`src/rtl/unified_mem_arbiter.sv`:
```
// Arbitrates one single-port, variable-latency memory between instruction fetch (read-only)
// and data memory (read/write). DM has fixed priority, IF has a starvation override, and every access has an ack timeout.
module unified_mem_arbiter #(
   parameter int ADDR_W     = 32,
   parameter int DATA_W     = 32,
   parameter int STARVE_MAX = 4,
   parameter int TIMEOUT    = 64
) (
   input  logic              clk,
   input  logic              reset,
   input  logic              if_req,
   input  logic [ADDR_W-1:0] if_addr,
   output logic [DATA_W-1:0] if_rdata,
   output logic              if_valid,
   output logic              if_err,
   input  logic              dm_req,
   input  logic              dm_we,
   input  logic [ADDR_W-1:0] dm_addr,
   input  logic [DATA_W-1:0] dm_wdata,
   input  logic [3:0]        dm_wstrb,
   output logic [DATA_W-1:0] dm_rdata,
   output logic              dm_valid,
   output logic              dm_err,
   output logic              mem_req,
   output logic              mem_we,
   output logic [ADDR_W-1:0] mem_addr,
   output logic [DATA_W-1:0] mem_wdata,
   output logic [3:0]        mem_wstrb,
   input  logic [DATA_W-1:0] mem_rdata,
   input  logic              mem_ack,
   output logic              stall_if,
   output logic              stall_dm
);

   typedef enum logic [1:0] {IDLE, GNT_DM, GNT_IF} state_t;

   localparam logic [3:0] STARVE_LIM = 4'(STARVE_MAX);
   localparam logic [7:0] TMO_LAST   = 8'(TIMEOUT - 1);

   state_t     state;
   logic [3:0] starve_cnt;
   logic [7:0] tmo_cnt;
   logic       if_elig, dm_elig, pick_if, pick_dm, done;

   // A requester in its valid cycle still holds req high; mask it so it is not re-granted.
   assign if_elig  = if_req & ~if_valid;
   assign dm_elig  = dm_req & ~dm_valid;
   assign pick_if  = if_elig & (~dm_elig | (starve_cnt == STARVE_LIM));
   assign pick_dm  = dm_elig & ~pick_if;
   assign done     = mem_ack | (tmo_cnt == TMO_LAST);
   assign stall_if = if_req & ~if_valid;
   assign stall_dm = dm_req & ~dm_valid;

   always_ff @(posedge clk or negedge reset) begin
      if (!reset) begin
         state      <= IDLE;
         starve_cnt <= '0;
         tmo_cnt    <= '0;
         mem_req    <= 1'b0;
         mem_we     <= 1'b0;
         mem_addr   <= '0;
         mem_wdata  <= '0;
         mem_wstrb  <= '0;
         if_rdata   <= '0;
         if_valid   <= 1'b0;
         if_err     <= 1'b0;
         dm_rdata   <= '0;
         dm_valid   <= 1'b0;
         dm_err     <= 1'b0;
      end else begin
         if_valid <= 1'b0;
         if_err   <= 1'b0;
         dm_valid <= 1'b0;
         dm_err   <= 1'b0;
         case (state)
            IDLE: begin
               tmo_cnt <= '0;
               if (pick_if) begin
                  state      <= GNT_IF;
                  starve_cnt <= '0;
                  mem_req    <= 1'b1;
                  mem_we     <= 1'b0;
                  mem_addr   <= if_addr;
                  mem_wdata  <= '0;
                  mem_wstrb  <= '0;
               end else if (pick_dm) begin
                  state     <= GNT_DM;
                  mem_req   <= 1'b1;
                  mem_we    <= dm_we;
                  mem_addr  <= dm_addr;
                  mem_wdata <= dm_wdata;
                  mem_wstrb <= dm_wstrb;
                  if (if_elig) starve_cnt <= starve_cnt + 4'd1;
               end
            end
            GNT_IF, GNT_DM: begin
               if (done) begin
                  // Ack takes precedence over a timeout landing on the same cycle.
                  state   <= IDLE;
                  mem_req <= 1'b0;
                  if (state == GNT_IF) begin
                     if_valid <= 1'b1;
                     if_err   <= ~mem_ack;
                     if_rdata <= mem_ack ? mem_rdata : '0;
                  end else begin
                     dm_valid <= 1'b1;
                     dm_err   <= ~mem_ack;
                     dm_rdata <= (mem_ack && !mem_we) ? mem_rdata : '0;
                  end
               end else begin
                  tmo_cnt <= tmo_cnt + 8'd1;
               end
            end
            default: begin
               state   <= IDLE;
               mem_req <= 1'b0;
            end
         endcase
      end
   end

endmodule

```
`config.mk`:
```
export PLATFORM = sky130hd
export DESIGN_NAME = unified_mem_arbiter
export DESIGN_NICKNAME = d
export VERILOG_FILES = /design/src/rtl/unified_mem_arbiter.sv
export SDC_FILE = /design/constraint.sdc
export NUM_CORES = 1
export LEC_CHECK = 0
export CORE_ASPECT_RATIO = 1.1
export CORE_MARGIN = 5
export CORE_UTILIZATION = 38
export DETAILED_ROUTE_END_ITERATION = 6
export PLACE_DENSITY = 0.77
export SYNTH_ARGS = -nofsm -noshare
export SYNTH_HDL_FRONTEND = slang
export SYNTH_SLANG_ARGS = --single-unit
```
`constraint.sdc`:
```
create_clock -name clk -period 2.04 [get_ports clk]
set_input_delay 0.408 -clock clk [delete_from_list [all_inputs] [get_ports clk]]
set_output_delay 0.408 -clock clk [all_outputs]
set_load 0.005 [all_outputs]
```
# After elaboration in Yosys (flattened, before gate mapping)
# Cells that the tools add are included.
[classes]
bitwise = 12
eq_ne = 7
n_addsub = 2
mux = 35
reduce_logical = 13
[op_table]
columns = ["op", "n"]
rows = [
  ["32-bit two-way mux", 6],
  ["4-bit two-way mux", 5],
  ["1-bit two-way mux", 17],
  ["8-bit one-hot mux with 2 select lines", 1],
  ["3-bit AND reduction", 3],
  ["8-bit by 1-bit adder with 8-bit output, second input constant", 1],
  ["8-bit by 6-bit equality test with 1-bit output, second input constant", 1],
  ["8-bit two-way mux", 1],
  ["2-bit two-way mux", 3],
  ["1-bit NOT", 6],
  ["2-bit AND reduction", 3],
  ["2-bit nonzero test", 3],
  ["4-bit by 1-bit adder with 4-bit output, second input constant", 1],
  ["1-bit bitwise AND", 4],
  ["4-bit by 3-bit equality test with 1-bit output, second input constant", 1],
  ["2-bit != test, second input constant", 2],
  ["2-bit one-hot mux with 2 select lines", 1],
  ["3-bit != test, second input constant", 1],
  ["2-bit by 1-bit equality test with 1-bit output, second input constant", 1],
  ["2-bit equality test, second input constant", 1],
  ["2-bit logical NOT", 1],
  ["1-bit OR", 2],
  ["1-bit one-hot mux with 2 select lines", 1],
  ["2-bit OR reduction", 1],
  ["other kinds (2)", 2],
]
[word_totals]
ff_bits = 152
in_bits = 138

# Longest topological paths before layout
# Gate-level depths: netlist of run 1.
[logic_depth]
depth_word = 10
ltp_mapped = 8
depth_no_buf = 6

# Least setup slack after synthesis of run 1
# No wires, ideal clock.
[synth_path]
path_kind = "register -> register"
from = "register tmo_cnt[0]"
to = "register dm_rdata[10]"
setup_time_ns = 0.121
path_stages_with_launch = 7
slack_ns = 0.132
required_time_ns = 1.919
arrival_ns = 1.787
cell_sequence = "dfrtp_1 > ha_1 > nand3_4 > o41ai_4 > nand3_4 > buf_6 > a22o_1"
[synth_via]
elab_chain_len = 3
[synth_lines]
columns = ["item", "line", "text"]
rows = [
  ["from (decl)", "42", "logic [7:0] tmo_cnt;"],
  ["from (signal assigned)", "111", "tmo_cnt <= tmo_cnt + 8'd1;"],
  ["8-bit by 6-bit equality test with 1-bit output", "50", "assign done = mem_ack | (tmo_cnt == TMO_LAST);"],
  ["1-bit OR", "50", ""],
  ["3-bit AND reduction (no line)", "n/a", ""],
  ["to (signal assigned)", "108", "dm_rdata <= (mem_ack && !mem_we) ? mem_rdata : '0;"],
  ["to (decl)", "21", "output logic [DATA_W-1:0] dm_rdata,"],
]
# No other way between the ends.
# A chain may end at the register's enable or synchronous reset.

# Final worst setup path of run 1
[layout_path]
from = "register tmo_cnt[1]"
to = "register state[1]"
[layout_via]
elab_chain_len = 4
[layout_lines]
columns = ["item", "line", "text"]
rows = [
  ["8-bit by 6-bit equality test with 1-bit output", "50", ""],
  ["1-bit OR", "50", ""],
  ["2-bit != test (no line)", "n/a", ""],
  ["2-bit AND reduction (no line)", "n/a", ""],
  ["to (signal assigned)", "56", "state <= IDLE;"],
  ["to (signal assigned)", "79", "state <= GNT_IF;"],
  ["to (signal assigned)", "87", "state <= GNT_DM;"],
  ["to (decl)", "40", "state_t state;"],
]
# No other way between the ends.

==> summary.txt, run 1 <==
Drt
  – Vias: 5351
  – Via density: 5.28
  – Final ANT Viol Nets: 0
  – Drt initial violations: 312
  – Routed wire length: 19.4 mm
  – WL/cell: 19.1 µm
  – DRC: 0
  – 1st-pass router iterations: 5

Placement
  – Final RePlAce weighted congestion: 0.837
  – Port bufs: 277
  – HPWL Detailed: 14.2 mm

Logic synthesis
  – Main combinational cell family by area after synthesis: compound AO/OA/AOI/OAI gates
  – Top post-synthesis cells by area: dfrtp_1, a22o_1, a21oi_1, nand2_1, nor2_1
  – Cell variety after synth: 45
  – Simple-Gate Fraction of Synth Area: 8.74%
  – Synth top area share: 62.1%
  – XOR/XNOR share of the synthesized area: 0.286%
  – Warnings from Yosys: 0
  – Synth Area per Inst: 11.8 µm²
  – Post-Synth Adder-Cell Area: 1.02%
  – Seq/Total Area, Yosys: 62.1%
  – Mux cell area share after synthesis: 0%
  – Gate Count Post-Synth: 518
  – Post-Syn Nets: 661
  – Post-synth top area cell: dfrtp_1
  – Mapped cell area: 6130 µm²
  – Compound-Gate Fraction of Synth Area: 23.8%
  – Seq cells post-synth: 152

GRT
  – Grt total ovfl: 0
  – First-pass GRT wire length: 30.6 mm
  – Via count of the first global-routing pass: 5862
  – Pin count of the biggest net entering global routing: 56
  – All-layer global routing usage: 20.9%
  – Initial antenna violation count: 0

Setup path
  – CP Data Required Time: 2.34 ns
  – CP arrival: 2.23 ns
  – Critical Path Source Type: flop
  – Reg-to-reg slack, setup: 0.11 ns
  – Worst path cell trace: ha_1, nand3_4, o41a_2, a22o_1, a32o_1
  – CP max stage delay: 0.53 ns
  – CP max FO: 7
  – Critical Path Sink Type: flop
  – Critical Path Slowest Stage Cell: o41a_2
  – Crit Path Class: reg2reg

Clock tree
  – Buffer depth of the longest clock path: 2
  – CTS tree: done
  – Worst-skew pair later-pin latency: 0.42 ns
  – H-tree levels: 4
  – Clk slew on worst S/H paths: 0.06 ns
  – TritonCTS Buffers: 17
  – Setup bufs post-CTS: 0
  – Clock sink count: 152
  – Root Buffer: clkbuf_16

Final layout
  – Most frequent cells in the layout: clkdlybuf4s50_1, dfrtp_1, a22o_1, a21oi_1, nand2_1
  – # fillers: 1199
  – Layout cell share with drive strength beyond 1: 9.59%
  – Area of the multi-input gates: 2110 µm²
  – Final Net Count: 943
  – Area growth syn-to-layout: 61.1%
  – Register area: 3800 µm²
  – Leading cell type in the layout, fill and taps excluded: clkdlybuf4s50_1
  – ANT cells: 0

STA
  – Final setup violation count: 0
  – Hold Vio Cnt, Final: 0
  – Final min period: 1.93 ns
  – Max Clk Rate: 518 MHz
  – RSZ-0062 raised after global routing: false
  – Worst-margin pin slew: 0.460 ns
  – Fin crit share: 94.6%
  – Layout Skew: 0.00770 ns
  – Setup TNS: 0 ns
  – Slew HR: 69.2%
  – Fin Hold WS: 0.486 ns
  – Slew Viols, Final: 0

Worst hold path
  – Hold crit path type: in2async

Outcome
  – Status: finished clean

Power and ir drop
  – Pwr per Cell Area: 1490 nW/µm²
  – Peak VDD IR: 0.000951 V
  – Leak: 4.26 nW

Floorplan
  – Die height: 143 µm
  – Initial Util: 38.8%
  – Rows: 48
  – I/O Pins: 278
  – Die area: 18800 µm²
  – Core Area: 15800 µm²
  – Die Wd: 131 µm

Flow run
  – Max Cap Viol: 0
==> power by group <==
part           internal [mW]  switching, mW
Combinational           3.86           2.76
Clock                   1.74           1.32
Sequential              4.29          0.757
Total                   9.89           4.84
==> metal layers <==
layer  vias to the layer above  global-route usage (%)  share of wire, %
met2                       243                    34.8                49
met3                        33                    9.50                12
met5                         -                       0                 0
li1                       2456                       -                 -
met1                      2619                    23.3                37
met4                         0                    8.23               2.1
==> critical path, delay by kind of cell, from the launching register on <==
family          cells  cell delay, ns
compound gates      3            1.01
simple gates        1            0.14
flops               1            0.40
fa+ha+maj           1            0.26
==> final timing paths <==
check,start,endpoint,cells past startpoint
max reg2reg,tmo_cnt[1],state[1],5
min reg2reg,mem_req,mem_req,1
min in group clk,mem_req,mem_req,1
min,reset,tmo_cnt[3],2
max,tmo_cnt[1],state[1],5
max in group asynchronous,reset,mem_wdata[14],3
==> logic make-up after synthesis <==
logic type                 after synthesis
AOI/OAI and AO/OA                      197
xor gates and xnor gates                 2
adders and majority gates                5
buffers and inverters                   50
DFF                                    152
and+or+nand+nor                        112
==> metrics by stage <==
| stage | std cells | setup WS [ns] | area [µm²] | power, mW | util, % |
|---|---|---|---|---|---|
| final | 1013 | 0.111 | 9870 | 14.7 | 62.5 |
| after global routing | 1013 | 0.0288 | 9870 | 15.7 | 62.5 |
| after CTS | 1013 | 0.0535 | 9870 | 14.9 | 62.5 |
| after detailed placement | 980 | -0.171 | 9290 | 11.8 | 58.8 |
| after global placement | 980 | -0.145 | 9290 | 11.5 | 58.8 |
| after floorplan | 518 | 0.132 | 6130 | 7.80 | - |
==> cell usage after synthesis, drive strengths merged <==
library cell  instances
a21o                  1
a21oi                69
a22o                104
a311oi                1
a31o                  1
a31oi                 4
a32o                  1
and2                  1
and3                  1
and3b                 1
buf                  12
clkbuf               26
clkinv                1
dfrtp               152
ha                    5
inv                  11
nand2                46
nand2b                4
nand3                 8
nand3b                1
nand4                 1
nor2                 37
nor3                  3
nor3b                 4
nor4                  1
nor4b                 3
o211ai                1
o21ai                 7
o22a                  1
o2bb2ai               1
o311ai                2
o31a                  1
o31ai                 1
o41a                  1
o41ai                 1
or4                   1
xnor2                 1
xor2                  1
==> timing repair <==
item | in CTS | in global routing
pin swaps | 0 | 1
hold endpoints to repair | 42 | 0
gates resized for setup | 3 | 0
hold buffers | 1 | 0
setup endpoints to repair | 2 | 64
==> flip-flops by register name (all words and copies together), names as in the netlist, 2 cells and up <==
register and count:
tmo_cnt 8, mem_addr 32, dm_rdata 32, mem_wstrb 4
starve_cnt 4, mem_wdata 32, if_rdata 32, state 2
==> area by class of cell <==
type / instances / area share, %
Clock buffer: 18 / 4.45
Tap cell: 200 / 2.53
Inverter: 12 / 0.469
Timing Repair Buffer: 301 / 31.2
Multi-Input combinational cell: 316 / 21.4
Clock inverter: 14 / 1.42
Sequential cell: 152 / 38.5
(Power assumes the default switching activity.)
==> inputs of run 2 (changes only) <==
CORE_UTILIZATION = 50   (was 38)
DONT_BUFFER_PORTS = 1   (was default)
PLACE_DENSITY = 0.68   (was 0.77)
SLEW_MARGIN = 20   (was default)
==> summary.txt, run 2 (same netlist as run 1, synthesis figures left out) <==
Placement
  – Final RePlAce weighted congestion: 0.814
  – Dpl cells: 652
  – Port bufs: 0
  – Dpl ws: 0.0698 ns
  – HPWL Detailed: 11.2 mm
  – Placed cell areas: 6380 µm²

Setup path
  – Reg-to-reg slack, setup: 0.12 ns
  – CP arrival: 2.21 ns
  – CP Data Required Time: 2.32 ns
  – Buffer and inverter count on the worst path: 1
  – Critical Path Slowest Stage Cell: or4_2
  – Worst path cell trace: ha_2, nand3_4, buf_4, or4_2, a31o_2, o311ai_0
  – CP max stage delay: 0.61 ns
  – Critical Path Source Type: flop
  – Reg2Reg Depth: 6
  – Largest delay share family, worst path: simple AND/OR/NAND/NOR gates
  – CP max FO: 6
  – Reg2reg start: tmo_cnt[1]
  – RR Endpoint: tmo_cnt[5]
  – Critical Path Sink Type: flop
  – Crit Path Class: reg2reg

Clock tree
  – H-tree levels: 4
  – Clk slew on worst S/H paths: 0.06 ns
  – Root Buffer: clkbuf_16
  – Worst-skew pair later-pin latency: 0.41 ns
  – Clock sink count: 152
  – CTS tree: done
  – Buffer depth of the longest clock path: 2
  – Setup bufs post-CTS: 0
  – TritonCTS Buffers: 17

Final layout
  – Cell area after layout: 6990 µm²
  – ANT cells: 0
  – Most frequent cells in the layout: dfrtp_1, a22o_1, a21oi_1, nand2_1, nor2_1
  – Final Net Count: 660
  – Area growth syn-to-layout: 14.1%
  – Leading cell type in the layout, fill and taps excluded: dfrtp_1
  – Fin util: 58.1%
  – Layout cell share with drive strength beyond 1: 13.6%
  – Fin cells: 684

Power and ir drop
  – Clock share of power: 26.0%
  – Peak VDD IR: 0.000720 V
  – Cell-internal power: 7.71 mW
  – Leak: 3.18 nW
  – Pwr per Cell Area: 1740 nW/µm²
  – Power share of the sequential group: 44.9%
  – P_sw: 4.42 mW
  – Gate power share: 29.1%
  – Tot Pwr: 12.1 mW
  – Sw Share: 36.4%

STA
  – Final min period: 1.92 ns
  – Worst-margin pin slew: 0.369 ns
  – Slew Viols, Final: 0
  – Slew HR: 75.3%
  – Setup TNS: 0 ns
  – RSZ-0062 raised after global routing: false
  – Final setup violation count: 0
  – Layout Skew: 0.0101 ns
  – Hold Vio Cnt, Final: 152
  – Fin Hold WS: -0.307 ns
  – Worst setup margin: 0.117 ns
  – Fin crit share: 94.3%
  – Max Clk Rate: 520 MHz

Outcome
  – Violated checks: negative hold slack
  – Status: finished with violations

Drt
  – Drt initial violations: 283
  – 1st-pass router iterations: 4
  – Vias: 4267
  – DRC: 0
  – Routed wire length: 16.2 mm
  – Via density: 6.24
  – Final ANT Viol Nets: 0
  – WL/cell: 23.6 µm

Worst hold path
  – Hold crit path type: in2async

Floorplan
  – Initial Util: 50.9%
  – I/O Pins: 278
  – Core Area: 12000 µm²
  – Die height: 126 µm
  – Rows: 42
  – Die Wd: 116 µm
  – Die area: 14600 µm²

GRT
  – Initial antenna violation count: 0
  – Via count of the first global-routing pass: 4332
  – Grt total ovfl: 0
  – Pin count of the biggest net entering global routing: 153
  – First-pass GRT wire length: 23.9 mm
  – All-layer global routing usage: 21.3%

Flow run
  – Max Cap Viol: 0
[run 2: cell types whose count changed in the layout (fill, tap and decap cells not counted), sizes merged]
cell / before / now
dlygate4sd3: 1 / 0
clkbuf: 18 / 17
buf: 24 / 18
clkinvlp: 5 / 0
clkinv: 4 / 7
inv: 16 / 19
dlygate4sd2: 2 / 0
clkdlybuf4s50: 274 / 0
[run 2: what timing repair did]
action | in CTS | in global routing
hold endpoints to repair | 152 | 152
gates resized for setup | 0 | 1
setup endpoints to repair | 0 | 65
[run 2: how the worst max path moves through the flow]
stage,startpoint,end,slack (ns),cells after the start
finish,tmo_cnt[1],tmo_cnt[5],0.12,6
global route,tmo_cnt[1],tmo_cnt[2],0.008,6
global placement,tmo_cnt[0],state[1],0.14,6
detailed placement,tmo_cnt[1],dm_rdata[0],0.07,7
CTS,tmo_cnt[1],dm_rdata[0],0.06,7
floorplan,tmo_cnt[0],dm_rdata[10],0.13,6
[run 2: layer usage]
metal,vias up,track usage [%],part of all wire [%]
met5,-,0,0
met4,0,6.42,1.7
met3,21,9.84,13
met2,230,36.1,49
met1,2132,23.8,37
li1,1884,-,-
[run 2: area by class of cell]
type	count	area, µm²
clock inverters	15	181
fillers	1005	5040
clock buffers	17	425
repair buffers	18	235
well taps	154	193
inverters	12	45.0
flip-flops and latches	152	3800
multi-input cells	316	2110
[run 2: power by group through the flow]
stage	combinational, mW	clock [mW]	sequential [mW]
finish	3.53	3.15	5.45
global route	3.88	3.35	5.60
detailed placement	3.56	0	5.48
CTS	3.55	3.21	5.48
floorplan	2.74	0	5.07
global placement	3.38	0	5.50
[run 2: worst reg2reg max path, cell delays in order, from the launching register on]
cell      delay (ns)
dfrtp_1         0.35
ha_2            0.22
nand3_4         0.09
buf_4           0.17
or4_2           0.61
a31o_2          0.25
o311ai_0        0.10
